==> src/rtl/serial_write_engine.sv <==
// serial_write_engine
//   Write-side request generator for a compute unit. Data words are queued
//   in a small input FIFO; once a descriptor (base, stride, count) is
//   accepted, one write request per word is issued with serially generated
//   addresses. Completion (done) is signalled only after every issued write
//   has been acknowledged.
//
// Ports
//   ap_clk, areset         clock, asynchronous active-high reset
//   cfg_*                  descriptor handshake (cfg_ready high only in IDLE)
//   data_in_*              write word stream into the input FIFO
//   req_out_*              write request to the cache request path
//   resp_in_valid          one write acknowledgement per cycle
//   busy, done             status: not IDLE / one-cycle completion pulse
//   resp_overflow          sticky: acknowledgement received beyond count
//   fifo_empty, fifo_full  input FIFO status flags
//   stall_cycles           backpressure counter
//
// Optional feature
//   SERIAL_WRITE_ENGINE_PERF_EN: when defined, stall_cycles counts cycles with
//   req_out_valid && !req_out_ready (cleared on descriptor acceptance,
//   saturating). When undefined, stall_cycles is tied to 0.
module serial_write_engine #(
  parameter int ENGINE_ID  = 0,
  parameter int ADDR_W     = 64,
  parameter int DATA_W     = 32,
  parameter int FIFO_DEPTH = 16
) (
  input  logic              ap_clk,
  input  logic              areset,
  input  logic              cfg_valid,
  output logic              cfg_ready,
  input  logic [ADDR_W-1:0] cfg_base_addr,
  input  logic [31:0]       cfg_stride,
  input  logic [31:0]       cfg_count,
  input  logic              data_in_valid,
  input  logic [DATA_W-1:0] data_in,
  output logic              data_in_ready,
  output logic              req_out_valid,
  input  logic              req_out_ready,
  output logic [ADDR_W-1:0] req_out_addr,
  output logic [DATA_W-1:0] req_out_data,
  output logic [7:0]        req_out_id,
  input  logic              resp_in_valid,
  output logic              busy,
  output logic              done,
  output logic              resp_overflow,
  output logic              fifo_empty,
  output logic              fifo_full,
  output logic [31:0]       stall_cycles
);

  localparam int AW = $clog2(FIFO_DEPTH);
  localparam logic [AW:0] FULL_OCC = (AW+1)'(FIFO_DEPTH);

  typedef enum logic [1:0] {IDLE, ISSUE, WAIT_RESP, DONE} state_t;
  state_t state, state_next;

  logic [DATA_W-1:0] mem [FIFO_DEPTH];
  logic [AW-1:0]     wr_ptr, rd_ptr;
  logic [AW:0]       occ, occ_next;

  logic [31:0]       count, issued, acked, acked_next, stride;
  logic [ADDR_W-1:0] addr_acc;

  logic accept, push, pop, ack_window, last_hs;

  assign req_out_id    = ENGINE_ID[7:0];
  assign data_in_ready = !fifo_full;

  assign accept     = (state == IDLE) && cfg_valid;
  // Push is gated by the registered full flag, so push-while-full never occurs.
  assign push       = data_in_valid && !fifo_full;
  assign pop        = (state == ISSUE) && (!req_out_valid || req_out_ready) &&
                      !fifo_empty && (issued < count);
  assign ack_window = (state == ISSUE) || (state == WAIT_RESP);
  // Acknowledgement count including one arriving this cycle, saturating at count.
  assign acked_next = (ack_window && resp_in_valid && (acked != count)) ?
                      acked + 32'd1 : acked;
  // The held request is the most recent load, so issued==count means it is the last.
  assign last_hs    = (issued == count) && req_out_valid && req_out_ready;

  always_ff @(posedge ap_clk or posedge areset) begin
    if (areset) state <= IDLE;
    else        state <= state_next;
  end

  always_comb begin
    state_next = state;
    case (state)
      IDLE:      if (cfg_valid) state_next = (cfg_count == 32'd0) ? DONE : ISSUE;
      ISSUE:     if (last_hs) state_next = (acked_next == count) ? DONE : WAIT_RESP;
      WAIT_RESP: if (acked_next == count) state_next = DONE;
      DONE:      state_next = IDLE;
      default:   state_next = IDLE;
    endcase
  end

  always_comb begin
    cfg_ready = (state == IDLE);
    busy      = (state != IDLE);
    done      = (state == DONE);
  end

  // Input FIFO: storage, pointers and registered flags
  always_ff @(posedge ap_clk) begin
    if (push) mem[wr_ptr] <= data_in;
  end

  always_comb begin
    occ_next = occ;
    if (push && !pop)      occ_next = occ + 1'b1;
    else if (!push && pop) occ_next = occ - 1'b1;
  end

  always_ff @(posedge ap_clk or posedge areset) begin
    if (areset) begin
      wr_ptr     <= '0;
      rd_ptr     <= '0;
      occ        <= '0;
      fifo_empty <= 1'b1;
      fifo_full  <= 1'b0;
    end else begin
      if (push) wr_ptr <= wr_ptr + 1'b1;
      if (pop)  rd_ptr <= rd_ptr + 1'b1;
      occ        <= occ_next;
      fifo_empty <= (occ_next == '0);
      fifo_full  <= (occ_next == FULL_OCC);
    end
  end

  // Descriptor state, address generation and output request register
  always_ff @(posedge ap_clk or posedge areset) begin
    if (areset) begin
      count         <= '0;
      stride        <= '0;
      addr_acc      <= '0;
      issued        <= '0;
      acked         <= '0;
      resp_overflow <= 1'b0;
      req_out_valid <= 1'b0;
      req_out_addr  <= '0;
      req_out_data  <= '0;
    end else if (accept) begin
      count         <= cfg_count;
      stride        <= cfg_stride;
      addr_acc      <= cfg_base_addr;
      issued        <= '0;
      acked         <= '0;
      resp_overflow <= 1'b0;
    end else begin
      acked <= acked_next;
      if (ack_window && resp_in_valid && (acked == count)) resp_overflow <= 1'b1;
      if (pop) begin
        req_out_valid <= 1'b1;
        req_out_addr  <= addr_acc;
        req_out_data  <= mem[rd_ptr];
        addr_acc      <= addr_acc + ADDR_W'(stride);
        issued        <= issued + 32'd1;
      end else if (req_out_ready) begin
        req_out_valid <= 1'b0;
      end
    end
  end

`ifdef SERIAL_WRITE_ENGINE_PERF_EN
  function automatic logic [31:0] sat_inc(input logic [31:0] v);
    return (v == 32'hFFFF_FFFF) ? v : v + 32'd1;
  endfunction

  logic [31:0] stall_q;

  always_ff @(posedge ap_clk or posedge areset) begin
    if (areset)                              stall_q <= '0;
    else if (accept)                         stall_q <= '0;
    else if (req_out_valid && !req_out_ready) stall_q <= sat_inc(stall_q);
  end

  assign stall_cycles = stall_q;
`else
  assign stall_cycles = 32'd0;
`endif

endmodule
==> config.mk <==
export PLATFORM = sky130hd
export DESIGN_NAME = serial_write_engine
export DESIGN_NICKNAME = d
export VERILOG_FILES = /design/src/rtl/serial_write_engine.sv
export SDC_FILE = /design/constraint.sdc
export NUM_CORES = 1
export LEC_CHECK = 0
export BUFFER_PORTS_ARGS = -buffer_cell sky130_fd_sc_hd__buf_2
export CAP_MARGIN = 10
export CORE_MARGIN = 3
export CORE_UTILIZATION = 60
export CTS_CLUSTER_SIZE = 14
export DETAILED_ROUTE_END_ITERATION = 8
export PLACE_DENSITY = 0.82
export SYNTH_ARGS = -nofsm -noshare
export SYNTH_HDL_FRONTEND = slang
export SYNTH_SLANG_ARGS = --single-unit
export TNS_END_PERCENT = 50
==> constraint.sdc <==
create_clock -name ap_clk -period 14.1 [get_ports ap_clk]
set_clock_uncertainty 0.15 [all_clocks]
set_input_delay 2.82 -clock ap_clk [delete_from_list [all_inputs] [get_ports ap_clk]]
set_output_delay 2.82 -clock ap_clk [all_outputs]
set_load 0.02 [all_outputs]
### After elaboration in Yosys (flattened, before gate mapping)

Memory sizes are Yosys's and may differ from the RTL's. A register that Yosys moved wholly into a read port is not among the register bits.
Index checks and enable logic that the tools add are counted.

| cells by class | value |
|---|---|
| equality and inequality tests | 11 |
| muxes and demuxes | 20 |
| magnitude comparators | 1 |
| divide/modulo/power cells | 0 |
| $add $sub $neg | 7 |
| shifts and indexed selects | 0 |
| reduce and logical (&&, ||, !) cells | 29 |
| multipliers | 0 |
| bitwise operators | 1 |

Operator list:

| cell | number |
|---|---|
| 32-bit 2-to-1 mux | 4 |
| 64-bit 2-to-1 mux | 2 |
| 32-bit == test | 3 |
| 32-bit by 1-bit adder with 32-bit output, second input constant | 2 |
| 64-bit by 32-bit adder with 64-bit output | 1 |
| 32-bit logical NOT | 1 |
| 32-bit less-than comparator | 1 |
| 32-bit != test | 1 |
| 1-bit logical AND | 12 |
| 5-bit 2-to-1 mux | 2 |
| 4-bit by 1-bit adder with 4-bit output, second input constant | 2 |
| 2-bit 2-to-1 mux | 4 |
| 2-bit case mux with 4 select lines | 1 |
| 2-bit nonzero test | 4 |
| 1-bit 2-to-1 mux | 7 |
| 5-bit by 1-bit adder with 5-bit output, second input constant | 1 |
| 5-bit == test, second input constant | 1 |
| 1-bit logical NOT | 5 |
| 5-bit logical NOT | 1 |
| 5-bit by 1-bit subtractor with 5-bit output, second input constant | 1 |
| 2-bit == test, second input constant | 2 |
| 2-bit != test, second input constant | 2 |
| 2-bit AND reduction | 2 |
| 3-bit AND reduction | 1 |
| other kinds (5) | 6 |

| storage, ports and cells | value |
|---|---|
| bits in read-only memories | 0 |
| memories kept | 1 |
| latch bits | 0 |
| output and inout bits | 144 |
| bits of input ports | 166 |
| flip-flop bits (word level) | 275 |
| RAM bits | 512 |

Memory list:

| name | depth | bits a word | read ports | clocked after memory_dff | write ports | RTL line | source |
|---|---|---|---|---|---|---|---|
| mem | 16 | 32 | 1 | 1 | 1 | 59 | `logic [DATA_W-1:0] mem [FIFO_DEPTH];` |

### Depth between registers and ports, before layout

| depth | value |
|---|---|
| word-level depth | 9 |
| gate-level depth with buffers | 15 |
| mapped depth without buffers | 13 |

### Worst setup path after synthesis

OpenSTA, ideal clock, no wires.

| path | value |
|---|---|
| kind | in2reg |
| from | input port resp_in_valid |
| to | register state[0] |
| arrival | 5580 ps |
| stages | 10 |
| path slack | 8242 ps |
| library setup time | 129 ps |
| path through | and2_1 > clkbuf_1 > nand4_1 > a2111oi_0 > mux2i_1 > o21ai_0 > or4bb_1 > nor4_4 > a31oi_1 > a2111o_1 |

| on the way | value |
|---|---|
| longest elaborated chain between the ends | 7 |

RTL lines:

| element | RTL line | source |
|---|---|---|
| start: declaration | 44 | `input logic resp_in_valid,` |
| 1-bit logical AND (*) (2 in series) | 78 | `assign acked_next = (ack_window && resp_in_valid && (acked != count)) ?` |
| 32-bit 2-to-1 mux (*) | 78 |  |
| 32-bit == test (*) | 92, 93 |  |
| 1-bit 2-to-1 mux | 92 | `ISSUE: if (last_hs) state_next = (acked_next == count) ? DONE : WAIT_RESP;` |
| 2-bit 2-to-1 mux | 92 |  |
| 2-bit case mux with 4 select lines | 90 | `case (state)` |
| end signal: assignment | 85 | `else state <= state_next;` |
| end: declaration | 57 | `state_t state, state_next;` |

Mark *: on every way between the ends. The rest lies on a longest branch, timed or not. The select of a mux whose other input is x is not followed.
A chain may end at the register's enable or synchronous reset.

### Worst setup path in the final report

Same ends and word-level chain as after synthesis.

==> flow_summary.html <==
<table>
<tr><th>Metric</th><th>Value</th></tr>
<tr><th colspan="2">Placement</th></tr>
<tr><td>Quantity of I/O buffers inserted on ports</td><td>roughly 270</td></tr>
<tr><td>Post-detail-place hpwl</td><td>approximately 60000 um</td></tr>
<tr><td>Placed instance area</td><td>between 30000 and 40000 sq um</td></tr>
<tr><td>GP Congestion</td><td>slightly below 1</td></tr>
<tr><th colspan="2">Clocking</th></tr>
<tr><td>Worst-case clock buffer depth</td><td>3</td></tr>
<tr><td>Clock latency at the later pin of the worst-skew pair</td><td>0.65 ns</td></tr>
<tr><td>Clock root buffer master</td><td>sky130_fd_sc_hd__clkbuf_16</td></tr>
<tr><td>Hold buffer count at CTS</td><td>0</td></tr>
<tr><td>Count of buffers added by post-CTS timing repair for setup</td><td>0</td></tr>
<tr><td>Number of clock buffers inserted by TritonCTS</td><td>83</td></tr>
<tr><td>Gates resized, CTS repair</td><td>0</td></tr>
<tr><td>Htree depth</td><td>3</td></tr>
<tr><td>Clock-pin slew reported for the worst setup and hold paths after clock tree synthesis</td><td>0.06 ns</td></tr>
<tr><td>CTS tree</td><td>yes</td></tr>
<tr><td>CTS sink count</td><td>about 820</td></tr>
<tr><th colspan="2">Detailed routing</th></tr>
<tr><td>Drt first-iter violations</td><td>roughly 2700</td></tr>
<tr><td>Number of remaining DRC errors</td><td>0</td></tr>
<tr><td>Routed wirelength normalized by instance count</td><td>25.89 um</td></tr>
<tr><td>Total number of vias</td><td>~24000</td></tr>
<tr><td>Antenna viol nets, final</td><td>0</td></tr>
<tr><td>Drt total wl</td><td>slightly below 100000 um</td></tr>
<tr><td>Via density per instance</td><td>about 6.3</td></tr>
<tr><td>Number of iterations in the first detailed-routing pass</td><td>5</td></tr>
<tr><th colspan="2">Logic synthesis</th></tr>
<tr><td>Number of enable-type register cells in the synthesized netlist</td><td>a little over 500</td></tr>
<tr><td>Share of synthesized registers carrying an async set or reset</td><td>0.3748</td></tr>
<tr><td>Mean instance size in the synthesized netlist</td><td>around 13 sq um</td></tr>
<tr><td>Gate Count Post-Synth</td><td>between 2000 and 3000</td></tr>
<tr><td>Part of the Yosys area used for sequential elements</td><td>0.6290</td></tr>
<tr><td>Yosys reg bits</td><td>about 820</td></tr>
<tr><td>Yosys synthesis warning count</td><td>0</td></tr>
<tr><td>Mapped Area</td><td>~37000 sq um</td></tr>
<tr><td>Synth unique cells</td><td>about 80</td></tr>
<tr><td>Most used flip-flop cell after synthesis</td><td>sky130_fd_sc_hd__edfxtp_1</td></tr>
<tr><th colspan="2">Setup path</th></tr>
<tr><td>Critical-path top delay cell</td><td>sky130_fd_sc_hd__a211oi_1</td></tr>
<tr><td>Required @ worst endpoint</td><td>approximately 14 ns</td></tr>
<tr><td>Biggest fanout along the worst timing path</td><td>10</td></tr>
<tr><td>Cell class contributing the biggest share of worst-path delay</td><td>simple AND/OR/NAND/NOR gates</td></tr>
<tr><td>Depth of the critical timing path with buffers and inverters included</td><td>10</td></tr>
<tr><td>Startpoint Class</td><td>primary input</td></tr>
<tr><td>Crit path largest cell delay</td><td>0.76 ns</td></tr>
<tr><td>Crit-path cells</td><td>buf_2 -&gt; and2_1 -&gt; nand3_1 -&gt; a211oi_1 -&gt; and2_1 -&gt; o32ai_1 -&gt; or4_4 -&gt; nor4_4 -&gt; a31oi_1 -&gt; a2111o_1</td></tr>
<tr><td>Type of the worst setup path</td><td>primary input to register</td></tr>
<tr><td>WP buf/inv</td><td>1</td></tr>
<tr><td>Critical path's most frequent cell</td><td>sky130_fd_sc_hd__and2_1</td></tr>
<tr><td>Register-to-Register Setup Slack</td><td>approximately 9.2 ns</td></tr>
<tr><td>Data arrival time of the critical path</td><td>approximately 6.3 ns</td></tr>
<tr><td>Cells on worst reg2reg path</td><td>14</td></tr>
<tr><td>Critical path capture point type</td><td>register</td></tr>
<tr><th colspan="2">STA</th></tr>
<tr><td>Hold violation total from the final report</td><td>0</td></tr>
<tr><td>Worst hold slack across all endpoints</td><td>0.3159 ns</td></tr>
<tr><td>Period utilisation layout</td><td>0.4170</td></tr>
<tr><td>Crit path time final</td><td>around 6 ns</td></tr>
<tr><td>Setup repair after global routing missed its margin</td><td>false</td></tr>
<tr><td>Final total negative setup slack</td><td>0 ns</td></tr>
<tr><td>Fin. max-slew vios</td><td>0</td></tr>
<tr><td>F_max</td><td>approximately 170 MHz</td></tr>
<tr><td>Worst Tran Pin Value</td><td>approximately 1.1 ns</td></tr>
<tr><td>Number of endpoints failing setup at the final stage</td><td>0</td></tr>
<tr><td>Worst slew slack as a fraction of its limit</td><td>0.2448</td></tr>
<tr><th colspan="2">Power and ir drop</th></tr>
<tr><td>Leakage power</td><td>0.01651 uW</td></tr>
<tr><td>Total power per unit cell area</td><td>between 200 and 250 nW/um^2</td></tr>
<tr><td>Worst voltage drop across the vdd grid</td><td>about 0.14 mV</td></tr>
<tr><th colspan="2">GRT</th></tr>
<tr><td>GRT Total Usage</td><td>0.3138</td></tr>
<tr><td>Via count of the first global-routing pass</td><td>24073</td></tr>
<tr><td>Antenna violations before repair</td><td>10</td></tr>
<tr><td>First-pass GRT wire length</td><td>between 100000 and 150000 um</td></tr>
<tr><td>Sum of overflow across all layers after global routing</td><td>0</td></tr>
<tr><td>Maximum number of pins on one net before global-route repair</td><td>97</td></tr>
<tr><th colspan="2">Floorplanning</th></tr>
<tr><td>Die X</td><td>between 200 and 300 um</td></tr>
<tr><td>Core Box Area</td><td>approximately 60000 sq um</td></tr>
<tr><td>Number of ports placed on the die boundary</td><td>between 300 and 400</td></tr>
<tr><td>Starting density of the core</td><td>0.6142</td></tr>
<tr><td>Count of standard-cell rows</td><td>around 90</td></tr>
<tr><td>Die height</td><td>about 250 um</td></tr>
<tr><td>Area of the die</td><td>64100 sq um</td></tr>
<tr><th colspan="2">Final layout</th></tr>
<tr><td>Total area of multi-input combinational cells</td><td>about 13000 sq um</td></tr>
<tr><td>Fillcell total</td><td>approximately 4000</td></tr>
<tr><td>Final net count</td><td>between 3000 and 4000</td></tr>
<tr><td>Cell area after layout</td><td>around 41000 sq um</td></tr>
<tr><td>Fraction of final layout cells with drive strength greater than 1</td><td>0.2096</td></tr>
<tr><td>Reg area</td><td>around 23000 sq um</td></tr>
<tr><td>Layout Area Growth over Synthesis</td><td>12.88%</td></tr>
<tr><th colspan="2">Min path</th></tr>
<tr><td>Number of cells traversed by the worst hold path</td><td>2</td></tr>
<tr><td>Min-delay worst type</td><td>register to register</td></tr>
<tr><th colspan="2">Job</th></tr>
<tr><td>Max-cap check violation count</td><td>0</td></tr>
<tr><th colspan="2">Run status</th></tr>
<tr><td>Result of the run</td><td>completed</td></tr>
</table>
==> flip-flops by register name, indices dropped and copies added (netlist names) <==
name	flops
addr_acc	64
fifo_full	1
rd_ptr	4
count	32
mem	512
stride	32
occ	5
wr_ptr	4
state	2
req_out_data	32
acked	32
req_out_valid	1
req_out_addr	64
fifo_empty	1
issued	32
resp_overflow	1
==> cell type report <==
| cell class | count | area share |
|---|---|---|
| repair buffers | 302 | 0.03852 |
| multi-input cells | 1715 | 0.3077 |
| clock inverters | 43 | 0.01164 |
| well taps | 773 | 0.02337 |
| flip-flops and latches | 819 | 0.5574 |
| diodes | 4 | 0.0002419 |
| inverters | 63 | 0.005896 |
| clock buffers | 111 | 0.05521 |
==> per-layer routing <==
layer  global-route usage  part of all wire  vias to the layer above
li1                     -                 -                    10424
met1               0.4186              0.38                    12019
met2               0.5157              0.49                     1378
met3              0.05639             0.087                      277
met4               0.1335             0.043                       12
met5                    0           0.00087                        -
==> metrics by stage <==
stage               setup slack, ns  std cells    util  power [uW]
finish                        8.220       3830  0.6933        8816
global route                  8.071       3827  0.6931        9241
CTS                           8.312       3826  0.6931        8829
detailed placement            7.658       3672  0.6468        6552
global placement              7.699       3672  0.6468        6407
floorplan                     2.644       2768       -        5602
==> Yosys cell counts, drive strengths merged (4+ instances only) <==
library cell | instances | share of area
a2111oi | 7 | 0.0020
a211oi | 10 | 0.0020
a21o | 25 | 0.0051
a21oi | 48 | 0.0066
a22o | 6 | 0.0014
a31oi | 19 | 0.0032
and2 | 32 | 0.0055
and3 | 30 | 0.0051
and4 | 14 | 0.0034
buf | 61 | 0.011
clkbuf | 110 | 0.011
dfrtp | 306 | 0.21
edfxtp | 512 | 0.42
ha | 77 | 0.026
inv | 63 | 0.0065
mux2i | 31 | 0.0085
mux4 | 160 | 0.098
nand2 | 539 | 0.055
nand2b | 10 | 0.0017
nand3 | 56 | 0.0076
nand4 | 44 | 0.0075
nor2 | 120 | 0.012
nor2b | 13 | 0.0022
nor3 | 28 | 0.0038
nor4 | 17 | 0.0041
o2111ai | 4 | 0.00096
o211ai | 9 | 0.0026
o21a | 8 | 0.0016
o21ai | 133 | 0.018
o21bai | 6 | 0.0012
o31ai | 4 | 0.00082
o32ai | 4 | 0.00096
or2 | 5 | 0.00085
or3 | 15 | 0.0026
or4 | 9 | 0.0022
xnor2 | 77 | 0.018
xor2 | 77 | 0.019
==> tightest hold or removal path, cell delays in order, from the launching register on <==
cell	delay, ns
sky130_fd_sc_hd__dfrtp_1	0.33
sky130_fd_sc_hd__nand2_1	0.05
sky130_fd_sc_hd__nand2_1	0.05
==> cell families (layout without fill, tap and decap cells) <==
group,Yosys count,count (layout),synth area share
AOI/OAI and AO/OA,307,307,0.05284
and+or+nand+nor,941,941,0.1166
DFF,819,819,0.6290
buffers and inverters,234,519,0.02867
other,1,44,0.0001023
xor gates and xnor gates,157,157,0.03884
adders and majority gates,78,78,0.02683
muxes,192,192,0.1071
==> cells in the final DEF (no fill, tap or decap), drive strengths merged, types with 25 or more instances in the layout <==
cell type  instances
mux4             160
inv               65
xnor2             77
nor3              28
nand3             56
clkbuf           111
ha                77
nor2             120
dfrtp            306
and2              32
mux2i             31
xor2              77
nand2            539
o21ai            133
a21oi             48
edfxtp           512
nand4             44
a21o              25
buf              302
conb              40
and3              30
clkinv            28
==> report_power, final <==
group	switching (uW)	internal (uW)
registers	426	3050
logic	1820	1280
clock network	963	1280
total	3210	5610
==> path summary, 6_finish.rpt <==
check	from	to
max in group asynchronous	areset	req_out_addr[9]$_DFFE_PP0P_
min in group asynchronous	areset	req_out_addr[57]$_DFFE_PP0P_
max reg2reg	count[1]$_DFFE_PP0P_	addr_acc[37]$_DFFE_PP0P_
min	req_out_data[26]$_DFFE_PP0P_	req_out_data[26]$_DFFE_PP0P_
max	resp_in_valid	state[0]$_DFFE_PP0P_
min reg2reg	req_out_data[26]$_DFFE_PP0P_	req_out_data[26]$_DFFE_PP0P_
(Power assumes the default switching activity.)
